--- src/rtl/mem_req_arbiter_if.sv ---
// mem_req_arbiter_if: request, mem and response bundle of the arbiter.
// slave = arbiter side, master = requesters/memory side.
interface mem_req_arbiter_if #(
  parameter int AddrWidth   = 32,
  parameter int MemTidWidth = 2
);
  logic [1:0]                  req_valid_i;
  logic [1:0]                  req_ready_o;
  logic [1:0][AddrWidth-1:0]   req_addr_i;
  logic [1:0][MemTidWidth-1:0] req_tid_i;
  logic                        mem_valid_o;
  logic                        mem_ready_i;
  logic [AddrWidth-1:0]        mem_addr_o;
  logic [MemTidWidth:0]        mem_tid_o;
  logic                        rsp_valid_i;
  logic [MemTidWidth:0]        rsp_tid_i;
  logic [1:0]                  rsp_valid_o;
  logic [MemTidWidth-1:0]      rsp_tid_o;
  logic [1:0][3:0]             outstanding_o;
  logic                        err_o;

  modport slave (
    input  req_valid_i, req_addr_i, req_tid_i,
    input  mem_ready_i, rsp_valid_i, rsp_tid_i,
    output req_ready_o, mem_valid_o, mem_addr_o,
    output mem_tid_o, rsp_valid_o, rsp_tid_o,
    output outstanding_o, err_o
  );

  modport master (
    output req_valid_i, req_addr_i, req_tid_i,
    output mem_ready_i, rsp_valid_i, rsp_tid_i,
    input  req_ready_o, mem_valid_o, mem_addr_o,
    input  mem_tid_o, rsp_valid_o, rsp_tid_o,
    input  outstanding_o, err_o
  );
endinterface

--- src/rtl/mem_req_arbiter.sv ---
// mem_req_arbiter: round-robin icache(0)/dcache(1) to mem arbiter with
// per-source in-flight limits and response routing. Ports: clk_i, rst_i, bus.
module mem_req_arbiter #(
  parameter int AddrWidth      = 32,
  parameter int MemTidWidth    = 2,
  parameter int MaxOutstanding = 4
) (
  input  logic               clk_i,
  input  logic               rst_i,
  mem_req_arbiter_if.slave   bus
);
  localparam logic [0:0] IDLE = 1'b0;
  localparam logic [0:0] HOLD = 1'b1;
  localparam logic [3:0] MaxCnt = 4'(MaxOutstanding);

  logic [0:0]             state_q;
  logic                   ptr_q;
  logic                   src_q;
  logic [AddrWidth-1:0]   addr_q;
  logic [MemTidWidth-1:0] tid_q;
  logic [1:0][3:0]        cnt_q;
  logic                   err_q;

  logic [1:0] elig;
  logic [1:0] inc;
  logic [1:0] hit;
  logic [1:0] dec;
  logic       underflow;
  logic       gnt_any;
  logic       gnt_src;
  logic       hs;
  logic       rsp_src;

  assign rsp_src = bus.rsp_tid_i[MemTidWidth];
  assign hs      = (state_q == HOLD) && bus.mem_ready_i;

  always_comb begin
    elig      = '0;
    inc       = '0;
    hit       = '0;
    dec       = '0;
    underflow = 1'b0;
    for (int s = 0; s < 2; s++) begin
      elig[s] = bus.req_valid_i[s] && (cnt_q[s] < MaxCnt);
      inc[s]  = hs && (src_q == 1'(s));
      hit[s]  = bus.rsp_valid_i && (rsp_src == 1'(s));
      dec[s]  = hit[s] && (cnt_q[s] != 4'd0);
      if (hit[s] && (cnt_q[s] == 4'd0))
        underflow = 1'b1;
    end
  end

  // ptr_q names the favoured source when both are eligible.
  assign gnt_any = !rst_i && (state_q == IDLE) && (|elig);
  assign gnt_src = elig[1] && (!elig[0] || ptr_q);

  assign bus.req_ready_o   = {gnt_any & gnt_src, gnt_any & ~gnt_src};
  assign bus.mem_valid_o   = (state_q == HOLD);
  assign bus.mem_addr_o    = addr_q;
  assign bus.mem_tid_o     = {src_q, tid_q};
  assign bus.rsp_valid_o   = hit;
  assign bus.rsp_tid_o     = bus.rsp_tid_i[MemTidWidth-1:0];
  assign bus.outstanding_o = cnt_q;
  assign bus.err_o         = err_q;

  always_ff @(posedge clk_i or posedge rst_i) begin
    if (rst_i) begin
      state_q <= IDLE;
      ptr_q   <= 1'b0;
      src_q   <= 1'b0;
      addr_q  <= '0;
      tid_q   <= '0;
      cnt_q   <= '0;
      err_q   <= 1'b0;
    end else begin
      if (state_q == IDLE) begin
        if (gnt_any) begin
          addr_q  <= bus.req_addr_i[gnt_src];
          tid_q   <= bus.req_tid_i[gnt_src];
          src_q   <= gnt_src;
          state_q <= HOLD;
        end
      end else if (bus.mem_ready_i) begin
        state_q <= IDLE;
        ptr_q   <= ~src_q;
      end
      for (int s = 0; s < 2; s++) begin
        if (inc[s] && !dec[s])
          cnt_q[s] <= cnt_q[s] + 4'd1;
        else if (dec[s] && !inc[s])
          cnt_q[s] <= cnt_q[s] - 4'd1;
      end
      err_q <= err_q | underflow;
    end
  end
endmodule

--- src/flat_wrapper.sv ---
// flat-port wrapper written by rule: the top's interface ports become plain ports
module mem_req_arbiter_flat 
#(
  parameter int AddrWidth      = 32,
  parameter int MemTidWidth    = 2,
  parameter int MaxOutstanding = 4
)
  (clk_i, rst_i, bus_req_valid_i, bus_req_addr_i, bus_req_tid_i, bus_mem_ready_i, bus_rsp_valid_i, bus_rsp_tid_i, bus_req_ready_o, bus_mem_valid_o, bus_mem_addr_o, bus_mem_tid_o, bus_rsp_valid_o, bus_rsp_tid_o, bus_outstanding_o, bus_err_o);
  mem_req_arbiter_if #(.AddrWidth(AddrWidth), .MemTidWidth(MemTidWidth)) bus_i ();
  input  logic clk_i;
  input  logic rst_i;
  input wire logic [$bits(bus_i.req_valid_i)-1:0] bus_req_valid_i;
  input wire logic [$bits(bus_i.req_addr_i)-1:0] bus_req_addr_i;
  input wire logic [$bits(bus_i.req_tid_i)-1:0] bus_req_tid_i;
  input wire logic [$bits(bus_i.mem_ready_i)-1:0] bus_mem_ready_i;
  input wire logic [$bits(bus_i.rsp_valid_i)-1:0] bus_rsp_valid_i;
  input wire logic [$bits(bus_i.rsp_tid_i)-1:0] bus_rsp_tid_i;
  output wire logic [$bits(bus_i.req_ready_o)-1:0] bus_req_ready_o;
  output wire logic [$bits(bus_i.mem_valid_o)-1:0] bus_mem_valid_o;
  output wire logic [$bits(bus_i.mem_addr_o)-1:0] bus_mem_addr_o;
  output wire logic [$bits(bus_i.mem_tid_o)-1:0] bus_mem_tid_o;
  output wire logic [$bits(bus_i.rsp_valid_o)-1:0] bus_rsp_valid_o;
  output wire logic [$bits(bus_i.rsp_tid_o)-1:0] bus_rsp_tid_o;
  output wire logic [$bits(bus_i.outstanding_o)-1:0] bus_outstanding_o;
  output wire logic [$bits(bus_i.err_o)-1:0] bus_err_o;
  assign bus_i.req_valid_i = bus_req_valid_i;
  assign bus_i.req_addr_i = bus_req_addr_i;
  assign bus_i.req_tid_i = bus_req_tid_i;
  assign bus_i.mem_ready_i = bus_mem_ready_i;
  assign bus_i.rsp_valid_i = bus_rsp_valid_i;
  assign bus_i.rsp_tid_i = bus_rsp_tid_i;
  assign bus_req_ready_o = bus_i.req_ready_o;
  assign bus_mem_valid_o = bus_i.mem_valid_o;
  assign bus_mem_addr_o = bus_i.mem_addr_o;
  assign bus_mem_tid_o = bus_i.mem_tid_o;
  assign bus_rsp_valid_o = bus_i.rsp_valid_o;
  assign bus_rsp_tid_o = bus_i.rsp_tid_o;
  assign bus_outstanding_o = bus_i.outstanding_o;
  assign bus_err_o = bus_i.err_o;
  mem_req_arbiter #(.AddrWidth(AddrWidth), .MemTidWidth(MemTidWidth), .MaxOutstanding(MaxOutstanding)) u_core (.clk_i(clk_i), .rst_i(rst_i), .bus(bus_i));
endmodule
--- config.mk ---
export PLATFORM = sky130hd
export DESIGN_NAME = mem_req_arbiter_flat
export DESIGN_NICKNAME = d
export VERILOG_FILES = /design/src/rtl/mem_req_arbiter_if.sv /design/src/rtl/mem_req_arbiter.sv /design/src/flat_wrapper.sv
export SDC_FILE = /design/constraint.sdc
export NUM_CORES = 1
export LEC_CHECK = 0
export ABC_AREA = 1
export BUFFER_PORTS_ARGS = -buffer_cell sky130_fd_sc_hd__buf_2
export CAP_MARGIN = 20
export CORE_MARGIN = 2
export CORE_UTILIZATION = 40
export CTS_CLUSTER_DIAMETER = 100
export CTS_CLUSTER_SIZE = 10
export DETAILED_ROUTE_END_ITERATION = 12
export PLACE_DENSITY = 0.75
export SLEW_MARGIN = 20
export SYNTH_ARGS = -nofsm -noshare
export SYNTH_HDL_FRONTEND = slang
export SYNTH_SLANG_ARGS = --single-unit
--- constraint.sdc ---
create_clock -name clk_i -period 2.2 [get_ports clk_i]
set_input_delay 0.22 -clock clk_i [delete_from_list [all_inputs] [get_ports clk_i]]
set_output_delay 0.22 -clock clk_i [all_outputs]
set_load 0.05 [all_outputs]
==> reports/metrics.yaml, run 1 <==
cells_and_area:
  post-route-util_pct: 53.7
  num_antenna_cells: 0
  layout_common_cells: "nand2_1, buf_2, dfrtp_1, nand3_1, inv_1"
  mostFrequentLayoutCell: "nand2_1"
  nets: 566
  drive_above_1_share_pct: 31.8
  final_area_um2: 3390
  multiInputGateArea_um2: 1280
  final_cells: 558
  seq_area_um2: 1150
  area_delta_synth_final_pct: 30.8
  fillers: 618
floorplanning:
  die_height_um: 84.5
  io_pins: 128
  coreArea_um2: 6310
  initial_core_util_pct: 41.0
  die_area_um2: 7140
  die_w_um: 84.5
  num_rows: 29
global_route:
  overflow: 0
  grt_pass1_vias: 2494
  grt_max_degree: 47
  grt_usage_pct: 19.1
  antenna_found_initial: 0
  grt_pass1_wl_mm: 11.2
setup_path:
  cp_slowest_cell: "dfrtp_1"
  crit_required_ps: 2380
  cp-start-kind: "flip-flop"
  arrival_ps: 2210
  path_buf_inv: 1
  crit_family: "simple AND/OR/NAND/NOR gates"
  criticalPathCategory: "reg -> reg"
  path_depth: 11
  r2r-start: "u_core.bus.outstanding_o[2]$_DFFE_PP0P_"
  reg2reg_slack_ps: 170
  max_stage_delay_ps: 450
  endpoint_kind: "flip-flop"
  r2r_cells: 11
  crit_chain: "nor2_4 > nand3_1 > nand2_1 > ha_1 > inv_1 > ha_1 > or2_2 > nand3_1 > nand2_1 > nand2_1 > o21ai_0"
  crit_path_frequent_cell: "nand2_1"
  reg2reg_to: "u_core.bus.outstanding_o[3]$_DFFE_PP0P_"
  crit_fanout: 4
logic_synthesis:
  ys_seq_area_share_pct: 44.4
  yosysUniqueCellTypes: 24
  ys_seq_elements: 46
  synth_cells: 362
  synth_area_um2: 2590
  syn_avg_cell_area_um2: 7.16
  synthesis.nets: 447
  yosysWarnings: 0
timing:
  fin_skew_ps: 10.2
  slew_violations: 0
  fmax_mhz: 493
  worst_slew_margin_rel_pct: 61.3
  fin_hold_ws_ps: 97.5
  setup_viol_count_final: 0
  fin_crit_ps: 2030
  tns_ps: 0
  fin_crit_sh_pct: 92.2
  setup_ws_ps: 172
  rsz0062_at_grt: "false"
  max_slew.worst_pin.slew_ps: 580
  hold_viol: 0
routing:
  wl_per_cell_um: 11.9
  postRouteAntennaNets: 0
  route.detailed.drc: 0
  vias_per_cell: 4.62
  via_count: 2576
  drt-initial-drc-count: 74
  dr.pass1.iters: 4
  wl_mm: 6.64
clock_network:
  cts_buffers: 5
  cts-root-buf: "clkbuf_8"
  holdBufCountCts: 0
  insertion_delay_ps: 290
  cts_tree: "built"
  cts_sinks: 46
  clk_pin_slew_ps: 90
  cts_htree_levels: 2
  cts_buffer_depth: 2
placed_design:
  gp_congestion: 0.861
  portBuffers: 123
  dp_slack_ps: 170
  dpl.cell_count: 550
  hpwl_mm: 4.85
  place_area_um2: 3250
pwr:
  p_switching_mw: 3.00
  seq_power_share_pct: 27.2
  p_per_area_nw_per_um2: 1620
  power.leakage_nw: 2.04
  peakVddDrop_mv: 0.947
  p_comb_share_pct: 61.3
  power.total_mw: 5.48
  swShare_pct: 54.8
  p_int_mw: 2.48
  p_clk_share_pct: 11.5
flow_run:
  drv_cap: 0
worst_hold_path:
  min_path_type: "in -> async"
outcome:
  status: "complete, no violations"
## worst reg2reg max path: cells and delay by family (launching register included)
kind | cells | cell delay, ps
buf+inv | 1 | 90
fa+ha+maj | 2 | 470
flops | 1 | 450
simple gates | 7 | 840
compound gates | 1 | 70
## cells in the mapped netlist
cell	number	area share, %
clkbuf_1	2	0.29
a21oi_1	1	0.19
nand2_1	200	29
nor2_4	2	0.87
buf_2	9	1.7
o211ai_1	1	0.29
a21oi_4	1	0.63
nand3_2	1	0.39
inv_1	19	2.8
nor2_1	8	1.2
buf_1	1	0.14
xnor2_1	4	1.4
inv_2	2	0.29
o21ai_0	7	1.4
or2_2	2	0.48
fa_1	2	1.5
nand2_2	2	0.48
dfrtp_1	46	44
a21oi_2	1	0.34
nand3_1	37	7.1
nand4_1	1	0.24
buf_4	6	1.7
o21bai_1	1	0.29
ha_1	6	2.9
## flip-flops by register name (all words and copies together), names as in the netlist
signal,cells
u_core.bus.outstanding_o,8
u_core.ptr_q,1
u_core.src_q,1
u_core.bus.err_o,1
u_core.bus.mem_addr_o,32
u_core.tid_q,2
u_core.bus.mem_valid_o,1
## cell families (layout without fill, tap and decap cells)
| kind of cell | count (synthesis) | count (layout) | share of synthesized area [%] |
|---|---|---|---|
| flip-flops | 46 | 46 | 44.4 |
| AO/OA/AOI/OAI | 12 | 12 | 3.09 |
| buffers and inverters | 39 | 158 | 6.95 |
| XOR/XNOR | 4 | 4 | 1.35 |
| adder cells (fa/ha/maj) | 8 | 8 | 4.44 |
| AND/OR/NAND/NOR | 253 | 253 | 39.7 |
## layout make-up
type	instances	area share [%]
Multi-Input combinational cell	277	37.7
Tap cell	77	2.84
Inverter	21	2.44
Clock inverter	1	0.886
Timing Repair Buffer	130	19.7
Clock buffer	6	2.44
Sequential cell	46	34.0
## worst max path at each step
stage	end	slack, ps	startpoint
2_1_floorplan	u_core.bus.outstanding_o[3]$_DFFE_PP0P_	30	u_core.bus.outstanding_o[0]$_DFFE_PP0P_
3_3_place_gp	u_core.bus.outstanding_o[3]$_DFFE_PP0P_	290	u_core.bus.outstanding_o[2]$_DFFE_PP0P_
3_5_place_dp	u_core.bus.outstanding_o[7]$_DFFE_PP0P_	170	u_core.bus.outstanding_o[6]$_DFFE_PP0P_
4_1_cts	u_core.bus.outstanding_o[7]$_DFFE_PP0P_	140	u_core.bus.outstanding_o[6]$_DFFE_PP0P_
5_1_grt	u_core.bus.outstanding_o[3]$_DFFE_PP0P_	0.09	u_core.bus.outstanding_o[2]$_DFFE_PP0P_
6_report	u_core.bus.outstanding_o[3]$_DFFE_PP0P_	170	u_core.bus.outstanding_o[2]$_DFFE_PP0P_
## layer usage
layer	vias up	global-route usage (%)	share of wire [%]	wire (um)
met1	1145	23.4	43	2820
li1	1350	-	-	-
met4	0	4.62	1.1	76
met3	9	4.42	6.0	401
met2	72	34.0	50	3340
met5	-	0	0	0
## power by group through the flow
stage	Sequential [mW]	Clock (mW)	Combinational, mW
2_1_floorplan	2.75	0	1.34
3_3_place_gp	1.48	0	3.30
3_5_place_dp	1.50	0	3.36
4_1_cts	1.49	0.653	3.37
5_1_grt	1.54	0.688	3.71
6_report	1.49	0.628	3.36
## what timing repair did
| action | in CTS | in global routing |
|---|---|---|
| buffers inserted | 0 | 1 |
| resized for setup | 0 | 3 |
| setup endpoints to repair | 0 | 1 |
Note: power is estimated with default switching activity, not from simulation.
==> run 2, diff against run 1 <==
REMOVE_ABC_BUFFERS = 1   (was unset)
SETUP_SLACK_MARGIN = 0.4   (was unset)
==> run 2 against run 1 <==
  * Clock-buffer cell count up 1
  * Clock power down 25%
  * Sequential cell count unchanged
  * Register-to-register slack better by 210 ps
  * Global-route usage up 0.91 points
  * Critical path type unchanged
==> reports/metrics.yaml, run 2 (synthesized netlist as in run 1, its figures left out) <==
cells_and_area:
  mostFrequentLayoutCell: "nand2_1"  # unchanged
  largest_register_ff_count: 32  # unchanged
  layout_common_cells: "nand2_1, buf_2, dfrtp_1, nand3_1, buf_4"  # was nand2_1, buf_2, dfrtp_1, nand3_1, inv_1
  drive_above_1_share_pct: 37.0  # was 31.8%
  final_area_um2: 3650  # was 3390 um2
  post-route-util_pct: 57.8  # was 53.7%
  nets: 585  # was 566
  area_delta_synth_final_pct: 40.8  # was 30.8%
  num_antenna_cells: 0  # unchanged
timing:
  worst_slew_margin_rel_pct: 60.8  # was 61.3%
  max_slew.worst_pin.slew_ps: 588  # was 580 ps
  setup_viol_count_final: 0  # unchanged
  fmax_mhz: 549  # was 493 MHz
  slew_violations: 0  # unchanged
  fin_skew_ps: 5.90  # was 10.2 ps
  fin_hold_ws_ps: 92.1  # was 97.5 ps
  tns_ps: 0  # unchanged
  setup_ws_ps: 378  # was 172 ps
  fin_crit_ps: 1820  # was 2030 ps
  rsz0062_at_grt: "true"  # was false
  hold_viol: 0  # unchanged
  fin_crit_sh_pct: 82.8  # was 92.2%
setup_path:
  path_buf_inv: 8  # was 1
  crit_path_frequent_cell: "buf_6"  # was nand2_1
  crit_fanout: 5  # was 4
  max_stage_delay_ps: 440  # was 450 ps
  reg2reg_to: "u_core.bus.err_o$_DFF_PP0_"  # was u_core.bus.outstanding_o[3]$_DFFE_PP0P_
  crit_chain: "nor2_1 > nand2_1 > buf_4 > buf_6 > buf_6 > buf_6 > buf_6 > buf_6 > buf_6 > buf_6 > o211ai_1"  # was nor2_4 > nand3_1 > nand2_1 > ha_1 > inv_1 > ha_1 > or2_2 > nand3_1 > nand2_1 > nand2_1 > o21ai_0
  crit_required_ps: 2390  # was 2380 ps
  reg2reg_slack_ps: 380  # was 170 ps
  cp_slowest_cell: "dfrtp_2"  # was dfrtp_1
  criticalPathCategory: "reg -> reg"  # unchanged
  endpoint_kind: "flip-flop"  # unchanged
  r2r_cells: 11  # unchanged
  r2r-start: "u_core.bus.outstanding_o[5]$_DFFE_PP0P_"  # was u_core.bus.outstanding_o[2]$_DFFE_PP0P_
  crit_family: "buffers and inverters"  # was simple AND/OR/NAND/NOR gates
  arrival_ps: 2020  # was 2210 ps
  cp-start-kind: "flip-flop"  # unchanged
pwr:
  power.leakage_nw: 2.15  # was 2.04 nW
  seq_power_share_pct: 25.5  # was 27.2%
  peakVddDrop_mv: 1.27  # was 0.947 mV
  swShare_pct: 54.7  # was 54.8%
  p_comb_share_pct: 66.4  # was 61.3%
  p_per_area_nw_per_um2: 1610  # was 1620 nW/um2
  p_switching_mw: 3.20  # was 3.00 mW
  p_clk_share_pct: 8.1  # was 11.5%
  p_int_mw: 2.66  # was 2.48 mW
clock_network:
  clk_pin_slew_ps: 80  # was 90 ps
  cts_buffers: 5  # unchanged
  cts_tree: "built"  # unchanged
  cts-root-buf: "clkbuf_8"  # unchanged
  insertion_delay_ps: 280  # was 290 ps
  holdBufCountCts: 0  # unchanged
  cts_htree_levels: 2  # unchanged
  cts_sinks: 46  # unchanged
  cts_buffer_depth: 2  # unchanged
global_route:
  grt_pass1_wl_mm: 11.8  # was 11.2 mm
  grt_pass1_vias: 2645  # was 2494
  grt_max_degree: 47  # unchanged
  overflow: 0  # unchanged
  grt_usage_pct: 20.0  # was 19.1%
  antenna_found_initial: 0  # unchanged
routing:
  vias_per_cell: 4.76  # was 4.62
  via_count: 2745  # was 2576
  wl_per_cell_um: 12.7  # was 11.9 um
  dr.pass1.iters: 4  # unchanged
  postRouteAntennaNets: 0  # unchanged
  wl_mm: 7.33  # was 6.64 mm
  route.detailed.drc: 0  # unchanged
  drt-initial-drc-count: 133  # was 74
floorplanning:
  coreArea_um2: 6310  # unchanged
  die_w_um: 84.5  # unchanged
  die_height_um: 84.5  # unchanged
  die_area_um2: 7140  # unchanged
  initial_core_util_pct: 41.0  # unchanged
  io_pins: 128  # unchanged
  num_rows: 29  # unchanged
outcome:
  status: "complete, no violations"  # unchanged
placed_design:
  dp_slack_ps: 193  # was 170 ps
  hpwl_mm: 4.88  # was 4.85 mm
  gp_congestion: 0.862  # was 0.861
  place_area_um2: 3250  # about the same
  portBuffers: 123  # unchanged
worst_hold_path:
  min_path_type: "in -> async"  # unchanged
flow_run:
  drv_cap: 0  # unchanged
-- run 2: cell count changes in the layout (fill, tap and decap cells not counted), sizes merged --
cell / delta
clkbuf: +1
clkinvlp: -1
buf: +19
clkinv: +1
bufinv: -1
-- run 2: through the flow --
step / power, mW / cells
2_1_floorplan: 4.00 / 344
3_3_place_gp: 4.78 / 550
3_5_place_dp: 4.87 / 550
4_1_cts: 5.59 / 570
5_1_grt: 6.27 / 577
6_report: 5.86 / 577
-- run 2: worst max-delay path by stage --
stage                                                       start                                       to  depth (start not counted)
after floorplan                                             rst_i                       bus_req_ready_o[0]                          5
after global placement    u_core.bus.outstanding_o[2]$_DFFE_PP0P_  u_core.bus.outstanding_o[3]$_DFFE_PP0P_                         11
after detailed placement  u_core.bus.outstanding_o[2]$_DFFE_PP0P_  u_core.bus.outstanding_o[3]$_DFFE_PP0P_                         11
after CTS                 u_core.bus.outstanding_o[3]$_DFFE_PP0P_  u_core.bus.outstanding_o[3]$_DFFE_PP0P_                         11
after global routing      u_core.bus.outstanding_o[5]$_DFFE_PP0P_  u_core.bus.outstanding_o[7]$_DFFE_PP0P_                         13
final                     u_core.bus.outstanding_o[5]$_DFFE_PP0P_               u_core.bus.err_o$_DFF_PP0_                         11
-- run 2: worst reg2reg max path, cell delays in order, from the launching register on --
cell	delay, ps
dfrtp_2	440
nor2_1	140
nand2_1	100
buf_4	140
buf_6	100
buf_6	110
buf_6	100
buf_6	100
buf_6	100
buf_6	100
buf_6	100
o211ai_1	200
-- run 2: final cells by class --
type	count	area [um2]
Inverter	21	88.8
Tap cell	77	96.3
Clock buffer	7	76.3
Sequential cell	46	1150
Fill cell	597	2670
Multi-Input combinational cell	277	1360
Timing Repair Buffer	149	873
-- run 2: power by group through the flow --
stage	combinational, mW	sequential, mW	clock, mW
3_5_place_dp	3.36	1.51	0
2_1_floorplan	1.22	2.79	0
5_1_grt	4.21	1.54	0.520
6_report	3.89	1.49	0.473
4_1_cts	3.61	1.49	0.495
3_3_place_gp	3.29	1.50	0
-- run 2: repair_timing --
item                       CTS  global route
gates resized for setup     17            34
gates cloned                 0             0
setup endpoints to repair    4             7
pin swaps                    4            10
setup buffers               13             7
-- run 2: per-layer routing --
metal,global-route usage (%),vias to the layer above,wire [um]
met4,5.34,0,45
met2,35.4,99,3840
met5,0,-,0
met3,3.93,6,391
met1,25.0,1252,3060
li1,-,1388,-
